<file path="config.mk">
export PLATFORM = sky130hd
export DESIGN_NAME = contador_tempo_musica
export DESIGN_NICKNAME = d
export VERILOG_FILES = /design/src/rtl/contador_tempo_musica_pkg.sv /design/src/rtl/contador_tempo_musica_segundos_para_bcd.sv /design/src/rtl/contador_tempo_musica.sv
export SDC_FILE = /design/constraint.sdc
export NUM_CORES = 1
export LEC_CHECK = 0
export ABC_AREA = 0
export ABC_CLOCK_PERIOD_IN_PS = 7100
export CAP_MARGIN = 0
export CORE_AREA = 2 2 88 90
export CTS_CLUSTER_SIZE = 12
export DETAILED_ROUTE_END_ITERATION = 7
export DIE_AREA = 0 0 90 92
export GPL_ROUTABILITY_DRIVEN = 0
export PLACE_DENSITY = 0.89
export SLEW_MARGIN = 40
export SYNTH_ARGS = -nofsm -noshare
export SYNTH_HDL_FRONTEND = slang
export SYNTH_SLANG_ARGS = --single-unit
export TNS_END_PERCENT = 20
</file>
<file path="constraint.sdc">
create_clock -name clk -period 7.1 [get_ports clk]
set_clock_uncertainty 0.2 [all_clocks]
set_input_delay 0.71 -clock clk [delete_from_list [all_inputs] [get_ports clk]]
set_output_delay 0.71 -clock clk [all_outputs]
set_load 0.02 [all_outputs]
</file>
<file path="src/rtl/contador_tempo_musica_pkg.sv">
// Shared timing and skip constants for the playback address and time-display stages,
// plus the mm:ss digit record and the helpers that build it.
package contador_tempo_musica_pkg;

  localparam int CLK_HZ  = 3000;
  localparam int MAX_SEG = 5999;
  localparam int PRE_W   = $clog2(CLK_HZ);

  localparam logic signed [8:0] SKIP_10 = 9'sd10;
  localparam logic signed [8:0] SKIP_30 = 9'sd30;

  typedef struct packed {
    logic [3:0] min_dez;
    logic [3:0] min_unid;
    logic [3:0] seg_dez;
    logic [3:0] seg_unid;
  } bcd_t;

  function automatic logic ajuste_legal(input logic signed [8:0] a);
    return (a == SKIP_10) || (a == -SKIP_10) || (a == SKIP_30) || (a == -SKIP_30);
  endfunction

  // Double dabble: 7-bit binary to two BCD digits (valid for inputs up to 99).
  function automatic logic [7:0] bin7_para_bcd(input logic [6:0] bin);
    logic [14:0] sr;
    sr = {8'd0, bin};
    for (int i = 0; i < 7; i++) begin
      if (sr[10:7] >= 4'd5)  sr[10:7]  = sr[10:7] + 4'd3;
      if (sr[14:11] >= 4'd5) sr[14:11] = sr[14:11] + 4'd3;
      sr = sr << 1;
    end
    return sr[14:7];
  endfunction

endpackage

</file>
<file path="src/rtl/contador_tempo_musica_segundos_para_bcd.sv">
// Combinational seconds -> mm:ss BCD split; no latency, no flow control.
module segundos_para_bcd
  import contador_tempo_musica_pkg::*;
(
  input  logic [12:0] segundos,
  output bcd_t        digitos
);

  logic [6:0] minutos;
  logic [5:0] resto;
  logic [7:0] min_bcd;
  logic [7:0] seg_bcd;

  assign minutos = 7'(segundos / 13'd60);
  assign resto   = 6'(segundos % 13'd60);
  assign min_bcd = bin7_para_bcd(minutos);
  assign seg_bcd = bin7_para_bcd({1'b0, resto});

  always_comb begin
    digitos          = '0;
    digitos.min_dez  = min_bcd[7:4];
    digitos.min_unid = min_bcd[3:0];
    digitos.seg_dez  = seg_bcd[7:4];
    digitos.seg_unid = seg_bcd[3:0];
  end

endmodule

</file>
<file path="src/rtl/contador_tempo_musica.sv">
// Elapsed-track-time counter: 1 s per CLK_HZ enabled cycles, saturating skips, mm:ss digits
// registered one cycle behind the seconds register; no handshake, skip strobes are fire-and-forget.
module contador_tempo_musica
  import contador_tempo_musica_pkg::*;
(
  input  logic              clk,
  input  logic              reset,
  input  logic              count,
  input  logic              prox_musica,
  input  logic              ajuste_valido,
  input  logic signed [8:0] ajuste,
  output logic [12:0]       segundos_total,
  output logic [3:0]        seg_unid,
  output logic [3:0]        seg_dez,
  output logic [3:0]        min_unid,
  output logic [3:0]        min_dez
);

  logic [PRE_W-1:0]  pre_q, pre_d;
  logic [12:0]       sec_q, sec_d;
  bcd_t              bcd_q, bcd_d;
  logic              tick;
  logic signed [14:0] delta;
  logic signed [14:0] soma;

  always_comb begin
    pre_d = pre_q;
    sec_d = sec_q;
    tick  = 1'b0;
    delta = '0;
    soma  = '0;
    if (prox_musica) begin
      pre_d = '0;
      sec_d = '0;
    end else if (count) begin
      tick  = (pre_q == PRE_W'(CLK_HZ - 1));
      pre_d = tick ? '0 : pre_q + PRE_W'(1);
      if (ajuste_valido && ajuste_legal(ajuste))
        delta = {{6{ajuste[8]}}, ajuste};
      // Skip and tick land together; clamp to 0..MAX_SEG so nothing wraps.
      soma = $signed({2'b00, sec_q}) + delta + $signed({14'd0, tick});
      if (soma[14])
        sec_d = '0;
      else if (soma > $signed(15'(MAX_SEG)))
        sec_d = 13'(MAX_SEG);
      else
        sec_d = soma[12:0];
    end
  end

  segundos_para_bcd u_bcd (
    .segundos (sec_q),
    .digitos  (bcd_d)
  );

  always_ff @(posedge clk) begin
    if (reset) begin
      pre_q <= '0;
      sec_q <= '0;
      bcd_q <= '0;
    end else begin
      pre_q <= pre_d;
      sec_q <= sec_d;
      bcd_q <= bcd_d;
    end
  end

  assign segundos_total = sec_q;
  assign min_dez        = bcd_q.min_dez;
  assign min_unid       = bcd_q.min_unid;
  assign seg_dez        = bcd_q.seg_dez;
  assign seg_unid       = bcd_q.seg_unid;

endmodule

</file>
# Word level (Yosys, flattened, before mapping)
# Index checks and enable logic that the tools add are counted.
# totals
elab_cells	88
reg_bits	41
out_inout_bits	29
input_bits	14
# op_classes
muxes	26
n_eq_ne	5
n_reduce_logical	5
n_div	2
n_addsub	23
magnitude_cmp	21
# ops
op	count
4-bit by 3-bit greater-or-equal comparator with 1-bit output, second input constant	16
15-bit 2-to-1 mux	3
4-bit by 2-bit adder with 4-bit output, second input constant	9
4-bit 2-to-1 mux	9
3-bit 2-to-1 mux	11
13-bit 2-to-1 mux	2
3-bit by 2-bit adder with 3-bit output, second input constant	7
9-bit by 5-bit == test with 1-bit output, second input constant	2
9-bit by 6-bit == test with 1-bit output, second input constant	2
14-bit by 15-bit adder with 15-bit output	1
15-bit by 2-bit adder with 15-bit output	1
15-bit by 14-bit greater-than comparator with 1-bit output, second input constant	1
13-bit by 6-bit divider with 13-bit output, second input constant	1
13-bit by 6-bit modulo with 13-bit output, second input constant	1
12-bit by 1-bit adder with 12-bit output, second input constant	1
12-bit == test, second input constant	1
12-bit 2-to-1 mux	1
1-bit by 2-bit adder with 3-bit output, both inputs constant	2
1-bit by 2-bit adder with 3-bit output, second input constant	2
1-bit by 3-bit greater-or-equal comparator with 1-bit output, both inputs constant	2
1-bit by 3-bit greater-or-equal comparator with 1-bit output, second input constant	2
1-bit logical OR	3
2-bit OR reduction	1
1-bit logical AND	1

# Logic depth before layout (Yosys ltp)
# depth
depth_word	13
depth_mapped	27
mapped_depth_nobuf	26

# By module
# A second synthesis with hierarchy kept.
# unflattened
hier_cells	607
area_unflattened_um2	4689.5
# modules_own_cells
module	n_inst	cells_per_inst	area_per_inst_um2	seq_area_each_um2
contador_tempo_musica	1	286	2533.7	820.8
segundos_para_bcd	1	321	2155.8	0.0

# Worst setup path after synthesis
# No wires, ideal clock.
# synth_timing
path_kind	register to register
start	register sec_q[9] (netlist: segundos_total[9])
end	register bcd_q (netlist bit seg_unid[3])
setup_time_ps	69
synth_period_minus_slack_ps	5800
arrival_ps	5531
path_stages_with_launch	24
slack_ps	1300
n_path_buf	1
required_ps	6831
path_cell_list	dfxtp_1 buf_2 nor2b_1 o211ai_2 a21o_1 a211o_1 mux2_4 xnor2_4 and2_1 a211o_1 and3_1 nor3_2 ha_1 inv_1 ha_1 a41oi_1 nand2_2 xnor2_2 ha_1 inv_1 a221o_1 a32o_2 or4b_1 o21ai_1
# synth_between
elab_chain_len	11
word_cells_on_any_way	16
cone_classes	add/sub: 5; div: 1; order compare: 5; mux: 5
# synth_lines
item	line	source
from (decl)	contador_tempo_musica.sv:20	logic [12:0] sec_q, sec_d;
from (signal assigned)	contador_tempo_musica.sv:59	sec_q <= '0;
from (signal assigned)	contador_tempo_musica.sv:63	sec_q <= sec_d;
13-bit by 6-bit modulo with 13-bit output (*)	contador_tempo_musica_segundos_para_bcd.sv:15	assign resto = 6'(segundos % 13'd60);
1-bit by 3-bit greater-or-equal comparator with 1-bit output or 1-bit by 2-bit adder with 3-bit output (tied branches)	contador_tempo_musica_pkg.sv:28	if (sr[10:7] >= 4'd5) sr[10:7] = sr[10:7] + 4'd3;
3-bit 2-to-1 mux	contador_tempo_musica_pkg.sv:28	
4-bit by 2-bit adder with 4-bit output or 4-bit by 3-bit greater-or-equal comparator with 1-bit output (tied branches)	contador_tempo_musica_pkg.sv:28	
4-bit 2-to-1 mux	contador_tempo_musica_pkg.sv:28	
4-bit by 2-bit adder with 4-bit output or 4-bit by 3-bit greater-or-equal comparator with 1-bit output (tied branches)	contador_tempo_musica_pkg.sv:28	
4-bit 2-to-1 mux	contador_tempo_musica_pkg.sv:28	
4-bit by 3-bit greater-or-equal comparator with 1-bit output or 4-bit by 2-bit adder with 4-bit output (tied branches)	contador_tempo_musica_pkg.sv:28	
4-bit 2-to-1 mux	contador_tempo_musica_pkg.sv:28	
4-bit by 2-bit adder with 4-bit output or 4-bit by 3-bit greater-or-equal comparator with 1-bit output (tied branches)	contador_tempo_musica_pkg.sv:28	
4-bit 2-to-1 mux (*)	contador_tempo_musica_pkg.sv:28	
to (signal assigned)	contador_tempo_musica.sv:60	bcd_q <= '0;
to (signal assigned)	contador_tempo_musica.sv:64	bcd_q <= bcd_d;
to (decl)	contador_tempo_musica.sv:21	bcd_t bcd_q, bcd_d;
# Mark *: on every way between the ends. The rest lies on a longest branch, timed or not.
# A chain may end at the register's enable or synchronous reset.

# Worst setup path in the final report
# layout_timing
start	register sec_q[11] (netlist: segundos_total[11])
end	register bcd_q (netlist bit seg_unid[3])
# The elaborated chain is that of the path after synthesis.

==> reports/summary.log <==
qor: synth.yosys_warnings 0
qor: cts.worst_skew_pair.late_latency 300 ps
qor: timing.period_minus_slack 6630 ps
qor: global_route.grt_antenna_before_repair 0
qor: critical_path.critPathKind register to register
qor: global_route.global_route_wire_length_before_repair 16700 um
qor: cells_and_area.layout_commonest_cell nor2_1
qor: timing.fin_worst_hold_slack 333 ps
qor: synth.synth-seq-area-share 19.5%
qor: cells_and_area.layout-area-overhead-vs-synth 14.3%
qor: timing.grt_setup_unrepaired no
qor: critical_path.highest_fanout_seen_on_the_critical_path 19
qor: synth.netlist-cell-type-count 84
qor: power.power.leakage 0.00184 uW
qor: critical_path.arrival_time_reported_for_the_critical_path_endpoint 6650 ps
qor: timing.maxSlewHeadroom 56.7%
qor: critical_path.endpoint_kind register
qor: cells_and_area.finish.cell_count_without_fillers 676
qor: routing.routed_wire_length_per_instance 14.1 um
qor: floorplan.die_w 90 um
qor: cts.cts_setup_buffers 0
qor: floorplan.placementRows 32
qor: routing.dr.first_iter.drc_count 294
qor: power.power 448 uW
qor: placed_design.placed_cells_incl_taps 667
qor: global_route.grt_start_max_net_pins 20
qor: cts.cts_sinks 40
qor: synth.synth-async-reset-ratio 0%
qor: power.p_int 344 uW
qor: floorplan.die_h 92 um
qor: timing.post-route-period-util 93.3%
qor: power.switching_power 103 uW
qor: timing.finalSetupTns 0 ps
qor: cts.cts_buffer_count 5
qor: power.peak_vdd_ir 88.5 uV
qor: global_route.total_congestion_overflow_after_global_routing 0
qor: routing.routed-via-count 4068
qor: synth.synth_top_flop_cell dfxtp_1
qor: power.power_frac_seq 50.5%
qor: routing.final_routed_wirelength 9530 um
qor: placed_design.placedInstanceArea 4560 um^2
qor: power.netSwitchingFraction 23.1%
qor: cts.htree_num_levels 2
qor: power.power.combinational.fraction 6.2%
qor: cells_and_area.finish.instance_area 4680 um^2
qor: outcome.outcome completed
qor: floorplan.pin_count 43
qor: routing.avgViaCountPerCell 6.02
qor: cts.tritoncts yes
qor: global_route.via_count_of_the_first_global_routing_pass 3880
qor: job.maxCapViolations 0
qor: synth.ys_seq_elements 40
qor: cells_and_area.insertedDiodeCount 0
qor: timing.setup_viol_count_final 0
qor: power.cellPowerDensity 95.6 nW/um^2
qor: synth.netlist_instances 538
qor: critical_path.cell_chain_critical_path and2_1 -> a211oi_1 -> nor4_1 -> o2bb2ai_2 -> o211ai_1 -> a21oi_2 -> and2_1 -> a211o_1 -> and3_1 -> nor3_2 -> ha_1 -> inv_1 -> ha_1 -> a41oi_1 -> nand2_2 -> xnor2_2 -> ha_1 -> inv_1 -> a221o_1 -> a32o_2 -> or4b_1 -> o21ai_1
qor: critical_path.slowest_stage dfxtp_1
qor: critical_path.crit_required 7120 ps
qor: power.clockPowerShare 43.3%
qor: synth.post_synth_design_cell_area 4100 um^2
qor: cells_and_area.nNetsFinal 619
qor: floorplan.fp.dieArea 8280 um^2
qor: global_route.gr-usage-all-layers 23.4%
qor: placed_design.dpl.hpwl 7390 um
qor: floorplan.core_area 7450 um^2
qor: floorplan.initial_utilization 55.0%
qor: cells_and_area.layout-drive-gt1-share 7.84%
qor: cts.clkTransAtPathRegs 90 ps
qor: timing.finalMaxSlewViolations 0
qor: placed_design.io_buffer_count 41
qor: routing.drcViolationCount 0
qor: routing.drt_pass1_iterations 5
qor: routing.ant_nets 0
qor: cts.cts-root-to-sink-buffers 2
qor: synth.synth_enable_flop_cells 0
qor: critical_path.path_common_cell ha_1
qor: synth.avgSynthCellArea 7.62 um^2
qor: timing.worstMarginPinSlew 649 ps
qor: cts.root_buf_cell clkbuf_8
qor: cts.postCtsHoldBufs 0
qor: min_path.min_path_type register to register
qor: cells_and_area.most-common-layout-cells nor2_1 (66), nand2_1 (46), inv_1 (44)
qor: synth.syn-num-nets 584
qor: timing.maxClockFrequency 151 MHz
qor: timing.timing.final.hold_violations 0
qor: critical_path.critPathMaxStageDelay 750 ps
qor: critical_path.cp-start-kind register
qor: cts.cts_resized 0
==> routing by layer <==
| metal | track usage (%) | up-vias | part of all wire [%] |
|---|---|---|---|
| met5 | 0 | - | 0 |
| met4 | 7.56 | 0 | 1.5 |
| met3 | 3.70 | 22 | 5.4 |
| met2 | 43.0 | 139 | 50 |
| met1 | 27.9 | 1884 | 43 |
| li1 | - | 2023 | - |
==> logic make-up after synthesis <==
logic type,share of synthesized area [%]
AOI/OAI and AO/OA,29.5
xor gates and xnor gates,6.41
adders and majority gates,10.7
buffers and inverters,6.60
DFF,19.5
muxes,3.85
other,0.183
and+or+nand+nor,23.3
==> stage by stage <==
step                      util, %  worst slack [ps]
after floorplan                 -              1300
after global placement       61.3               948
after detailed placement     61.3               632
after CTS                    62.8               586
after global routing         62.9               164
final                        62.9               475
==> cells in the mapped netlist, drive strengths merged, types with 6 or more instances <==
master	n	area, um^2
a211o	7	61.3
a211oi	10	95.1
a21boi	7	52.6
a21oi	24	128
and2	9	58.8
and3	10	62.6
buf	10	75.1
clkbuf	8	30.0
dfxtp	40	801
ha	30	375
inv	44	165
mux2i	12	120
nand2	47	179
nand2b	7	43.8
nand3	12	60.1
nor2	66	248
nor2b	6	37.5
nor3	11	60.1
o211ai	18	150
o21ai	37	189
or2	6	37.5
xnor2	17	175
xor2	10	87.6
==> final timing paths <==
| check | start | end | slack [ps] | cells after the start |
|---|---|---|---|---|
| max | segundos_total[11] | seg_unid[3] | 470 | 22 |
| max reg2reg | segundos_total[11] | seg_unid[3] | 470 | 22 |
| min reg2reg | pre_q[11] | pre_q[11] | 330 | 2 |
| min | pre_q[11] | pre_q[11] | 330 | 2 |
==> area by class of cell <==
type | instances | area (um^2)
Sequential cell | 40 | 801
Clock buffer | 5 | 68.8
Timing Repair Buffer | 46 | 445
Multi-Input combinational cell | 436 | 3030
Clock inverter | 3 | 46.3
Tap cell | 102 | 128
Inverter | 44 | 165
Fill cell | 635 | 2770
==> worst max-delay path: cells and delay by family (launching register included) <==
kind | cells | cell delay (ps)
simple gates | 7 | 2260
buf+inv | 2 | 110
flops | 1 | 750
compound gates | 9 | 2340
fa+ha+maj | 3 | 630
xor+xnor | 1 | 250
==> flip-flops by register name (all words and copies together), names as in the netlist <==
register,flops
segundos_total,13
pre_q,12
min_dez,4
min_unid,4
seg_unid,4
seg_dez,3
==> power by group through the flow <==
| stage | combinational, uW | clock [uW] | sequential (uW) |
|---|---|---|---|
| after floorplan | 14.5 | 0 | 232 |
| after global placement | 26.6 | 0 | 232 |
| after detailed placement | 27.4 | 0 | 232 |
| after CTS | 27.5 | 199 | 226 |
| after global routing | 30.6 | 205 | 227 |
| final | 27.6 | 194 | 226 |
No activity file was read; power rests on OpenSTA's default activity.
